[config.mk]
export PLATFORM = sky130hd
export DESIGN_NAME = multicycle_controller_flat
export DESIGN_NICKNAME = d
export VERILOG_FILES = /design/src/rtl/multicycle_controller_if.sv /design/src/rtl/multicycle_controller.sv /design/src/flat_wrapper.sv
export SDC_FILE = /design/constraint.sdc
export NUM_CORES = 1
export LEC_CHECK = 0
export CAP_MARGIN = 20
export CORE_MARGIN = 1
export CORE_UTILIZATION = 40
export DETAILED_ROUTE_END_ITERATION = 8
export GPL_TIMING_DRIVEN = 0
export HOLD_SLACK_MARGIN = 0.06
export PLACE_DENSITY = 0.89
export SETUP_SLACK_MARGIN = 0.5
export SLEW_MARGIN = 20
export SYNTH_ARGS = -nofsm -noshare
export SYNTH_HDL_FRONTEND = slang
export SYNTH_SLANG_ARGS = --single-unit
[constraint.sdc]
create_clock -name clk -period 2.1 [get_ports clk]
set_clock_uncertainty 0.05 [all_clocks]
set_input_delay 0.525 -clock clk [delete_from_list [all_inputs] [get_ports clk]]
set_output_delay 0.525 -clock clk [all_outputs]
set_load 0.02 [all_outputs]
[src/rtl/multicycle_controller_if.sv]
// Control bundle between the multicycle controller and its datapath.
// Carries IR fields, ALU/memory status and every datapath control line.
interface multicycle_controller_if #(
  parameter int OP_W      = 6,
  parameter int FUNCT_W   = 6,
  parameter int ALUCTRL_W = 5
);
  logic [OP_W-1:0]      op;
  logic [FUNCT_W-1:0]   funct;
  logic                 zero;
  logic                 mem_ready;
  logic                 mem_req;
  logic                 iord;
  logic                 memwrite;
  logic                 irwrite;
  logic                 pcen;
  logic [1:0]           pcsrc;
  logic                 alusrca;
  logic [1:0]           alusrcb;
  logic [ALUCTRL_W-1:0] alucontrol;
  logic                 regwrite;
  logic [1:0]           regdst;
  logic [1:0]           wbsel;
  logic                 illegal;

  modport master (
    input  op, funct, zero, mem_ready,
    output mem_req, iord, memwrite, irwrite,
    output pcen, pcsrc, alusrca, alusrcb,
    output alucontrol, regwrite, regdst,
    output wbsel, illegal
  );

  modport slave (
    output op, funct, zero, mem_ready,
    input  mem_req, iord, memwrite, irwrite,
    input  pcen, pcsrc, alusrca, alusrcb,
    input  alucontrol, regwrite, regdst,
    input  wbsel, illegal
  );
endinterface

[src/rtl/multicycle_controller.sv]
// Moore FSM sequencing the shared-ALU multicycle MIPS datapath.
// MC_MEM_WAIT_EN: memory states stall until mem_ready is seen.
module multicycle_controller #(
  parameter int OP_W      = 6,
  parameter int FUNCT_W   = 6,
  parameter int ALUCTRL_W = 5
) (
  input  logic clk,
  input  logic reset,
  multicycle_controller_if.master bus
);
  localparam logic [3:0] S_FETCH   = 4'd0;
  localparam logic [3:0] S_DECODE  = 4'd1;
  localparam logic [3:0] S_MEMADR  = 4'd2;
  localparam logic [3:0] S_MEMRD   = 4'd3;
  localparam logic [3:0] S_MEMWB   = 4'd4;
  localparam logic [3:0] S_MEMWR   = 4'd5;
  localparam logic [3:0] S_EXECUTE = 4'd6;
  localparam logic [3:0] S_ALUWB   = 4'd7;
  localparam logic [3:0] S_BRANCH  = 4'd8;
  localparam logic [3:0] S_ADDIEX  = 4'd9;
  localparam logic [3:0] S_ADDIWB  = 4'd10;
  localparam logic [3:0] S_JUMP    = 4'd11;
  localparam logic [3:0] S_JR      = 4'd12;
  localparam logic [3:0] S_JAL     = 4'd13;

  localparam logic [OP_W-1:0] OP_R    = 6'b000000;
  localparam logic [OP_W-1:0] OP_LW   = 6'b100011;
  localparam logic [OP_W-1:0] OP_SW   = 6'b101011;
  localparam logic [OP_W-1:0] OP_BEQ  = 6'b000100;
  localparam logic [OP_W-1:0] OP_BNE  = 6'b000101;
  localparam logic [OP_W-1:0] OP_ADDI = 6'b001000;
  localparam logic [OP_W-1:0] OP_J    = 6'b000010;
  localparam logic [OP_W-1:0] OP_JAL  = 6'b000011;

  localparam logic [FUNCT_W-1:0] F_ADD = 6'b100000;
  localparam logic [FUNCT_W-1:0] F_SUB = 6'b100010;
  localparam logic [FUNCT_W-1:0] F_AND = 6'b100100;
  localparam logic [FUNCT_W-1:0] F_OR  = 6'b100101;
  localparam logic [FUNCT_W-1:0] F_SLT = 6'b101010;
  localparam logic [FUNCT_W-1:0] F_JR  = 6'b001000;

  localparam logic [ALUCTRL_W-1:0] A_AND = 5'b00000;
  localparam logic [ALUCTRL_W-1:0] A_OR  = 5'b00001;
  localparam logic [ALUCTRL_W-1:0] A_ADD = 5'b00010;
  localparam logic [ALUCTRL_W-1:0] A_SUB = 5'b00110;
  localparam logic [ALUCTRL_W-1:0] A_SLT = 5'b00111;

  logic [3:0] state, next;
  logic mem_ok;
  logic is_r, is_mem, is_jr, is_ralu, is_br;
  logic mreq, mw, irw, pcw, br, ne, rw, ill;

`ifdef MC_MEM_WAIT_EN
  assign mem_ok = bus.mem_ready;
`else
  logic unused_ready;
  assign unused_ready = bus.mem_ready;
  assign mem_ok = 1'b1;
`endif

  assign is_r   = bus.op == OP_R;
  assign is_mem = bus.op == OP_LW || bus.op == OP_SW;
  assign is_jr  = is_r && bus.funct == F_JR;
  assign is_br  = bus.op == OP_BEQ || bus.op == OP_BNE;
  assign is_ralu = is_r && (bus.funct == F_ADD ||
                            bus.funct == F_SUB ||
                            bus.funct == F_AND ||
                            bus.funct == F_OR  ||
                            bus.funct == F_SLT);

  // State register; reset abandons any instruction in flight.
  always_ff @(posedge clk) begin
    if (reset) state <= S_FETCH;
    else       state <= next;
  end

  // Next state and raw Moore control lines for the current state.
  always_comb begin
    next            = state;
    mreq            = 1'b0;
    mw              = 1'b0;
    irw             = 1'b0;
    pcw             = 1'b0;
    br              = 1'b0;
    ne              = 1'b0;
    rw              = 1'b0;
    ill             = 1'b0;
    bus.iord        = 1'b0;
    bus.pcsrc       = 2'b00;
    bus.alusrca     = 1'b0;
    bus.alusrcb     = 2'b00;
    bus.alucontrol  = A_ADD;
    bus.regdst      = 2'b00;
    bus.wbsel       = 2'b00;
    case (state)
      S_FETCH: begin
        mreq        = 1'b1;
        bus.alusrcb = 2'b01;
        if (mem_ok) begin
          irw  = 1'b1;
          pcw  = 1'b1;
          next = S_DECODE;
        end
      end
      S_DECODE: begin
        bus.alusrcb = 2'b11;
        unique case (1'b1)
          is_mem:            next = S_MEMADR;
          is_jr:             next = S_JR;
          is_ralu:           next = S_EXECUTE;
          is_br:             next = S_BRANCH;
          bus.op == OP_ADDI: next = S_ADDIEX;
          bus.op == OP_J:    next = S_JUMP;
          bus.op == OP_JAL:  next = S_JAL;
          default: begin
            ill  = 1'b1;
            next = S_FETCH;
          end
        endcase
      end
      S_MEMADR: begin
        bus.alusrca = 1'b1;
        bus.alusrcb = 2'b10;
        next = bus.op == OP_SW ? S_MEMWR : S_MEMRD;
      end
      S_MEMRD: begin
        mreq     = 1'b1;
        bus.iord = 1'b1;
        if (mem_ok) next = S_MEMWB;
      end
      S_MEMWB: begin
        rw        = 1'b1;
        bus.wbsel = 2'b01;
        next      = S_FETCH;
      end
      S_MEMWR: begin
        mreq     = 1'b1;
        bus.iord = 1'b1;
        if (mem_ok) begin
          mw   = 1'b1;
          next = S_FETCH;
        end
      end
      S_EXECUTE: begin
        bus.alusrca = 1'b1;
        case (bus.funct)
          F_SUB:   bus.alucontrol = A_SUB;
          F_AND:   bus.alucontrol = A_AND;
          F_OR:    bus.alucontrol = A_OR;
          F_SLT:   bus.alucontrol = A_SLT;
          default: bus.alucontrol = A_ADD;
        endcase
        next = S_ALUWB;
      end
      S_ALUWB: begin
        rw         = 1'b1;
        bus.regdst = 2'b01;
        next       = S_FETCH;
      end
      S_BRANCH: begin
        bus.alusrca    = 1'b1;
        bus.alucontrol = A_SUB;
        bus.pcsrc      = 2'b01;
        br             = 1'b1;
        ne             = bus.op == OP_BNE;
        next           = S_FETCH;
      end
      S_ADDIEX: begin
        bus.alusrca = 1'b1;
        bus.alusrcb = 2'b10;
        next        = S_ADDIWB;
      end
      S_ADDIWB: begin
        rw   = 1'b1;
        next = S_FETCH;
      end
      S_JUMP: begin
        bus.pcsrc = 2'b10;
        pcw       = 1'b1;
        next      = S_FETCH;
      end
      S_JR: begin
        bus.pcsrc = 2'b11;
        pcw       = 1'b1;
        next      = S_FETCH;
      end
      S_JAL: begin
        bus.pcsrc  = 2'b10;
        pcw        = 1'b1;
        rw         = 1'b1;
        bus.regdst = 2'b10;
        bus.wbsel  = 2'b10;
        next       = S_FETCH;
      end
      default: next = S_FETCH;
    endcase
  end

  // Strobes are suppressed while reset is held so nothing is written.
  always_comb begin
    bus.mem_req  = mreq & ~reset;
    bus.memwrite = mw & ~reset;
    bus.irwrite  = irw & ~reset;
    bus.pcen     = (pcw | (br & (bus.zero ^ ne))) & ~reset;
    bus.regwrite = rw & ~reset;
    bus.illegal  = ill & ~reset;
  end
endmodule
[src/flat_wrapper.sv]
// flat-port wrapper written by rule: the top's interface ports become plain ports
module multicycle_controller_flat 
#(
  parameter int OP_W      = 6,
  parameter int FUNCT_W   = 6,
  parameter int ALUCTRL_W = 5
)
  (clk, reset, bus_op, bus_funct, bus_zero, bus_mem_ready, bus_mem_req, bus_iord, bus_memwrite, bus_irwrite, bus_pcen, bus_pcsrc, bus_alusrca, bus_alusrcb, bus_alucontrol, bus_regwrite, bus_regdst, bus_wbsel, bus_illegal);
  multicycle_controller_if #(.OP_W(OP_W), .FUNCT_W(FUNCT_W), .ALUCTRL_W(ALUCTRL_W)) bus_i ();
  input  logic clk;
  input  logic reset;
  input wire logic [$bits(bus_i.op)-1:0] bus_op;
  input wire logic [$bits(bus_i.funct)-1:0] bus_funct;
  input wire logic [$bits(bus_i.zero)-1:0] bus_zero;
  input wire logic [$bits(bus_i.mem_ready)-1:0] bus_mem_ready;
  output wire logic [$bits(bus_i.mem_req)-1:0] bus_mem_req;
  output wire logic [$bits(bus_i.iord)-1:0] bus_iord;
  output wire logic [$bits(bus_i.memwrite)-1:0] bus_memwrite;
  output wire logic [$bits(bus_i.irwrite)-1:0] bus_irwrite;
  output wire logic [$bits(bus_i.pcen)-1:0] bus_pcen;
  output wire logic [$bits(bus_i.pcsrc)-1:0] bus_pcsrc;
  output wire logic [$bits(bus_i.alusrca)-1:0] bus_alusrca;
  output wire logic [$bits(bus_i.alusrcb)-1:0] bus_alusrcb;
  output wire logic [$bits(bus_i.alucontrol)-1:0] bus_alucontrol;
  output wire logic [$bits(bus_i.regwrite)-1:0] bus_regwrite;
  output wire logic [$bits(bus_i.regdst)-1:0] bus_regdst;
  output wire logic [$bits(bus_i.wbsel)-1:0] bus_wbsel;
  output wire logic [$bits(bus_i.illegal)-1:0] bus_illegal;
  assign bus_i.op = bus_op;
  assign bus_i.funct = bus_funct;
  assign bus_i.zero = bus_zero;
  assign bus_i.mem_ready = bus_mem_ready;
  assign bus_mem_req = bus_i.mem_req;
  assign bus_iord = bus_i.iord;
  assign bus_memwrite = bus_i.memwrite;
  assign bus_irwrite = bus_i.irwrite;
  assign bus_pcen = bus_i.pcen;
  assign bus_pcsrc = bus_i.pcsrc;
  assign bus_alusrca = bus_i.alusrca;
  assign bus_alusrcb = bus_i.alusrcb;
  assign bus_alucontrol = bus_i.alucontrol;
  assign bus_regwrite = bus_i.regwrite;
  assign bus_regdst = bus_i.regdst;
  assign bus_wbsel = bus_i.wbsel;
  assign bus_illegal = bus_i.illegal;
  multicycle_controller #(.OP_W(OP_W), .FUNCT_W(FUNCT_W), .ALUCTRL_W(ALUCTRL_W)) u_core (.clk(clk), .reset(reset), .bus(bus_i));
endmodule
==> results.md, run 1 <==
* Mean post-synth cell area at 6.89 sq um
* Initial Utilization at 43.3%
* GRT repair_timing worst endpoint: bus_illegal
* RePlAce Congestion at 0.862
* Row Count at 15
* Maximum clock insertion buffer count at 2
* Mapped Cells at 111
* Worst_ep kind: top-level output
* DP Area at 1270 sq um
* Outcome: did not finish
* CTS buffer count at 3
* Exit stage: 5_1_grt
* Height of the die at 45.7 um
* I/O Pins at 37
* CTS root buf: clkbuf_4
* Post-synthesis cell type count at 47
* Register area share after synthesis at 10.5%
* First Error: [ERROR DPL-0038] Utilization greater than 100%, impossible to legalize
* Main flop type after synthesis: dfxtp_1
* Largest net degree at the start of global routing at 11
* Asr flop ratio synth at 0%
* Post-Syn Area at 764 sq um
* Hold buffers post-CTS at 0
* Die width at 45.7 um
* Number of synthesized flops with an enable pin at 0
* Post-DP HPWL at 1.72 mm
* Port bufs at 32
* Dpl ws at -1190 ps
* CTS sink cnt at 4
* Register bit count reported by yosys at 4
* CTS HTree Levels at 1
* Yosys Warn Count at 0
-- timing repair --
| item | in CTS |
|---|---|
| endpoints found under the setup margin | 23 |
| hold endpoints to repair | 0 |
| setup buffers | 23 |
| resized for setup | 217 |
| pin swaps | 28 |
| cloned | 0 |
-- logic make-up after synthesis --
logic type      share of synthesized area, %
buf+inv                                 8.67
mux                                     5.40
other cells                            0.491
compound gates                          25.0
flops                                   10.5
simple gates                            48.8
xor+xnor                                1.15
-- through the flow --
step / utilization [%] / cells
3_3_place_gp: 72.0 / 169
2_1_floorplan: - / 112
3_5_place_dp: 72.0 / 169
4_1_cts: 94.8 / 195
-- Yosys cell counts, types with 2 or more instances --
| cell | count | area share, % |
|---|---|---|
| buf_2 | 2 | 1.3 |
| nor3b_1 | 3 | 2.9 |
| nor4_2 | 2 | 3.3 |
| buf_4 | 3 | 2.9 |
| a21oi_1 | 8 | 5.2 |
| dfxtp_1 | 4 | 10 |
| inv_1 | 2 | 0.98 |
| nor3_1 | 5 | 3.3 |
| nand2_1 | 6 | 2.9 |
| nand2b_1 | 7 | 5.7 |
| nand3b_1 | 4 | 3.9 |
| nand3_1 | 2 | 1.3 |
| clkbuf_1 | 4 | 2.0 |
| and3_1 | 4 | 3.3 |
| nor2b_1 | 2 | 1.6 |
| mux2i_1 | 3 | 3.9 |
| nor4_1 | 2 | 1.6 |
| o21ai_0 | 4 | 2.6 |
| o31ai_1 | 2 | 2.0 |
| a31oi_1 | 3 | 2.5 |
| nor2_1 | 13 | 6.4 |
==> inputs of run 2 (changes only) <==
--- a/config.mk
+++ b/config.mk
@@ -6,13 +6,11 @@
 export NUM_CORES = 1
 export LEC_CHECK = 0
 export CAP_MARGIN = 20
-export CORE_MARGIN = 1
-export CORE_UTILIZATION = 40
+export CORE_AREA = 2 2 63 65
 export DETAILED_ROUTE_END_ITERATION = 8
+export DIE_AREA = 0 0 65 67
 export GPL_TIMING_DRIVEN = 0
-export HOLD_SLACK_MARGIN = 0.06
-export PLACE_DENSITY = 0.89
-export SETUP_SLACK_MARGIN = 0.5
+export PLACE_DENSITY_LB_ADDON = 0.15
 export SLEW_MARGIN = 20
 export SYNTH_ARGS = -nofsm -noshare
 export SYNTH_HDL_FRONTEND = slang
==> results.md, run 2 <==
* Outcome: finished, violations left
* Violated checks: negative setup slack
* First-pass GRT wire length at 4.26 mm
* Max VDD drop at 123 uV
* WP data required at 1520 ps
* Top Registers: u_core.state (4)
* Min Tclk post-route at 2290 ps
* Pins Over Slew Limit at 0
* Post-route DRC at 0
* Largest net degree at the start of global routing at 11
* Min-delay worst type: flip-flop to flip-flop
* Count leader, synth: nor2_1
* LEAKAGE at 0.555 nW
* CTS tree: done
* Setup CP Type: primary input to primary output
* Maxcap violations at 0
* Vias post-DR at 965
* Startpoint type of the worst setup path: primary input
* GRT Total Usage at 12.6%
* Yosys top cell by area: dfxtp_1
* Fin area at 1320 sq um
* Register clock-pin slew on the reported worst setup and hold paths at 30 ps
* Setup TNS Final at -200 ps
* Endpoints failing hold at 0
* RePlAce Congestion at 0.786
* CTS sink cnt at 4
* Most frequent cells in the layout: buf_4, nor2_1, dlygate4sd2_1
* Antenna cells at 0
* Initial antenna violation count at 0
* CTS HTree Levels at 1
* Vias in the first global route at 940
* Worst setup margin at -193 ps
* CP max FO at 7
* Period Utilization, post-route at 109%
* Register area share after synthesis at 10.5%
* P&R area growth vs syn at 72.5%
* Die width at 65 um
* Asr flop ratio synth at 0%
* Post-synthesis cell type count at 47
* Post-DP HPWL at 1.86 mm
* Biggest register: u_core.state
* Top cells by count, synth: nor2_1, a21oi_1, nand2b_1, nand2_1, nor3_1
* PwrDens at 323 nW/um^2
* CTS root buf: clkbuf_8
* Initial Utilization at 21.2%
* Mapped Cells at 111
* I/O Pins at 37
* Port bufs at 32
* Global route overflow at 0
* Mean post-synth cell area at 6.89 sq um
* RSZ-0062 raised after global routing: true
* Yosys Warn Count at 0
* Register bit count reported by yosys at 4
* Largest register FFs at 4
* Fillers at 398
* Die Footprint at 4360 sq um
* DP Area at 1160 sq um
* DR iter-0 viols at 19
* Drt total wl at 2.60 mm
* Nets at 172
* Main flop type after synthesis: dfxtp_1
* Maximum clock insertion buffer count at 2
* Main area contributors after synthesis: dfxtp_1, nor2_1, nand2b_1, a21oi_1, mux2i_1
* Vias per cell at 4.78
* Layout Utilization at 36.6%
* Final ANT Viol Nets at 0
* Number of synthesized flops with an enable pin at 0
* Share of cells above drive strength 1 at 44.8%
* Hold buffers post-CTS at 0
* Row Count at 22
* Fmax at 0.436 GHz
* CP endpoint kind: primary output
* Most common cell after layout, fill and taps aside: buf_4
* Post-Syn Area at 764 sq um
* Top cell type's share of synthesized area at 10.5%
* Arr. time, crit path at 1720 ps
* Height of the die at 67 um
* CTS buffer count at 3
* Per-cell routed wire length at 12.9 um
* Skew-Pair Late Insertion Delay at 210 ps
* # setup viols final at 2
* Placeable Area at 3610 sq um
* Router iterations before antenna repair at 4
-- run 2: cells by family (layout without fill, tap and decap cells) --
family,after synthesis,after routing,share of synthesized area [%]
and+or+nand+nor,61,61,48.8
AOI/OAI and AO/OA,28,28,25.0
buffers and inverters,12,54,8.67
muxes,4,4,5.40
DFF,4,4,10.5
other,1,2,0.491
xor gates and xnor gates,1,1,1.15
-- run 2: worst paths after layout --
kind | from | endpoint | slack, ps | cells past startpoint
hold reg to reg | u_core.state[0]$_SDFF_PP0_ | u_core.state[3]$_SDFF_PP0_ | 480 | 2
hold / removal | u_core.state[0]$_SDFF_PP0_ | u_core.state[3]$_SDFF_PP0_ | 480 | 2
setup reg to reg | u_core.state[0]$_SDFF_PP0_ | u_core.state[2]$_SDFF_PP0_ | 510 | 4
setup / recovery | bus_op[3] | bus_illegal | -190 | 5
-- run 2: layer usage --
layer / routed length (um) / share of wire, % / global-route usage (%)
met1: 1180 / 45 / 16.1
met2: 1270 / 49 / 20.7
met3: 131 / 5.0 / 2.87
met4: 17 / 0.65 / 3.99
met5: 0 / 0 / 0
-- run 2: worst max-delay path: stages --
cell	delay, ps
buf_12	110
or4_4	550
nor4_4	300
a21oi_2	90
buf_6	140
-- run 2: through the flow --
step / setup WS, ps / hold WS [ps] / power, mW / instances
after detailed placement: -1130 / 526 / 0.243 / 192
final: -193 / 485 / 0.425 / 202
after global placement: -1200 / 532 / 0.242 / 192
after floorplan: 10.3 / 463 / 0.170 / 112
after global routing: -271 / 526 / 0.450 / 202
after CTS: -255 / 494 / 0.418 / 198
-- run 2: final cells by class --
| cell class | count | area (sq um) | share of cell area (%) |
|---|---|---|---|
| tap | 48 | 60.1 | 4.55 |
| clock buffer | 3 | 41.3 | 3.13 |
| multi-input combinational | 96 | 723 | 54.8 |
| timing repair buffer | 40 | 305 | 23.2 |
| buffer | 9 | 93.8 | 7.12 |
| sequential | 4 | 87.6 | 6.64 |
| inverter | 2 | 7.51 | 0.569 |
-- run 2: power by group --
| group | switching, mW | internal [mW] | total, mW |
|---|---|---|---|
| logic | 0.0947 | 0.0843 | 0.179 |
| clock network | 0.0404 | 0.122 | 0.163 |
| registers | 0.00515 | 0.0786 | 0.0838 |
| total | 0.140 | 0.285 | 0.425 |
-- run 2: what timing repair did --
action / 4_1_cts / 5_1_grt
pin swaps: 8 / 14
resized for setup: 101 / 40
setup buffers: 4 / 4
hold endpoints to repair: 0 / 0
gates cloned: 0 / 0
setup endpoints to repair: 22 / 13
No activity file was read; power rests on OpenSTA's default activity.
==> inputs of run 3 (changes only) <==
--- a/config.mk
+++ b/config.mk
@@ -7,6 +7,7 @@
 export LEC_CHECK = 0
 export CAP_MARGIN = 20
 export CORE_AREA = 2 2 63 65
+export CTS_CLUSTER_SIZE = 10
 export DETAILED_ROUTE_END_ITERATION = 8
 export DIE_AREA = 0 0 65 67
 export GPL_TIMING_DRIVEN = 0
==> results of run 3 <==
Same layout as run 2: the final DEF is identical, and so are final timing and power.
==> inputs of run 4 (changes only) <==
==> constraint.sdc (replaced) <==
create_clock -name clk -period 2.1 [get_ports clk]
set_clock_uncertainty 0.05 [all_clocks]
set_input_delay 0.525 -clock clk [delete_from_list [all_inputs] [get_ports clk]]
set_output_delay 0.525 -clock clk [all_outputs]
set_load 0.05 [all_outputs]
==> results.md, run 4 (synthesis results as in run 2) <==
* Fillers at 374
* R2R cell count at 4
* RSZ-0062 raised after global routing: true
* Vias per cell at 4.85
* Height of the die at 67 um
* Largest register FFs at 4
* Vias in the first global route at 964
* PwrDens at 326 nW/um^2
* Row Count at 22
* Pins Over Slew Limit at 0
* Min-delay worst type: flip-flop to flip-flop
* Biggest register: u_core.state
* Maxcap violations at 0
* Initial antenna violation count at 0
* Skew-Pair Late Insertion Delay at 220 ps
* Maximum clock insertion buffer count at 2
* Register clock-pin slew on the reported worst setup and hold paths at 30 ps
* Max VDD drop at 153 uV
* CTS buffer count at 3
* Port bufs at 32
* RePlAce Congestion at 0.813
* Reg2Reg Capture Point: u_core.state[2]$_SDFF_PP0_
* Die width at 65 um
* Largest net degree at the start of global routing at 11
* Post-DP HPWL at 1.88 mm
* DR iter-0 viols at 23
* First-pass GRT wire length at 4.40 mm
* Global route overflow at 0
* Reg-to-reg startpoint: u_core.state[0]$_SDFF_PP0_
* CTS tree: done
* Fmax at 0.445 GHz
* Setup CP Type: primary input to primary output
* CTS sink cnt at 4
* Endpoints failing hold at 0
* CTS root buf: clkbuf_8
* Die Footprint at 4360 sq um
* Nets at 172
* Top Registers: u_core.state (4)
* Antenna cells at 0
* Most frequent cells in the layout: buf_4, buf_2, nor2_1, buf_6
* Vias post-DR at 979
* Worst setup margin at -146 ps
* Placeable Area at 3610 sq um
* # setup viols final at 1
* Min Tclk post-route at 2250 ps
* LEAKAGE at 0.564 nW
* Hold_sp: u_core.state[0]$_SDFF_PP0_
* CP max FO at 8
* R2R Setup Slk at 530 ps
* Per-cell routed wire length at 12.8 um
* WP data required at 1520 ps
* P&R area growth vs syn at 88.5%
* CTS HTree Levels at 1
* Dpl ws at -1430 ps
* Outcome: finished, violations left
* Drt total wl at 2.59 mm
* Hold EP: u_core.state[3]$_SDFF_PP0_
* Initial Utilization at 21.2%
* Hold depth at 2
* Share of cells above drive strength 1 at 59.7%
* Most common cell after layout, fill and taps aside: buf_4
* GRT Total Usage at 12.8%
* Startpoint type of the worst setup path: primary input
* Final ANT Viol Nets at 0
* Final Power at 0.470 mW
* Period Utilization, post-route at 107%
* Arr. time, crit path at 1670 ps
* Violated checks: negative setup slack
* Router iterations before antenna repair at 4
* CP endpoint kind: primary output
* Post-route DRC at 0
* I/O Pins at 37
## run 4: cell count changes in the layout (fill, tap and decap cells not counted), sizes merged
| cell | previous run | this run |
|---|---|---|
| buf | 28 | 35 |
| clkdlybuf4s15 | 5 | 6 |
| dlygate4sd2 | 9 | 1 |
## run 4: per-stage QoR
step	util [%]	cell area [sq um]	TNS, ps	std cells	hold WS, ps
after floorplan	-	860	-485	112	463
after global placement	34.4	1240	-14650	192	525
after detailed placement	34.4	1240	-14570	192	528
after CTS	39.3	1420	-180	201	490
after global routing	40.0	1440	-232	202	511
final	40.0	1440	-146	202	490
## run 4: area by class of cell
cell class	count	area (sq um)	area share [%]
sequential	4	87.6	6.08
inverter	2	7.51	0.521
clock buffer	3	41.3	2.86
tap	48	60.1	4.17
buffer	9	106	7.38
multi-input combinational	96	803	55.7
timing repair buffer	40	335	23.3
## run 4: worst max path at each step
stage,start,slack (ps),end
3_5_place_dp,reset,-1430,bus_illegal
6_report,bus_op[2],-150,bus_illegal
4_1_cts,reset,-180,bus_illegal
5_1_grt,bus_op[2],-200,bus_illegal
2_1_floorplan,u_core.state[1]$_SDFF_PP0_,-220,bus_pcen
3_3_place_gp,reset,-1460,bus_illegal
## run 4: metal layers
layer,GRT usage (%),vias up,part of all wire (%)
li1,-,504,-
met1,16.1,446,43
met2,21.9,25,51
met3,1.86,4,4.9
met4,4.79,0,0.66
met5,0,-,0
## run 4: critical path, stage by stage
cell	delay, ps
buf_12	110
or4_4	550
nor4_4	230
a21oi_4	90
buf_6	160
## run 4: report_power, final
part	total, mW	internal [mW]	switching, mW
combinational	0.224	0.0944	0.130
clock	0.161	0.122	0.0390
sequential	0.0847	0.0794	0.00528
## run 4: repair_timing
| action | CTS | global route |
|---|---|---|
| gates resized for setup | 167 | 27 |
| pin swaps | 17 | 8 |
| endpoints found under the setup margin | 22 | 17 |
| setup buffers | 11 | 1 |
| hold buffers | 0 | 0 |
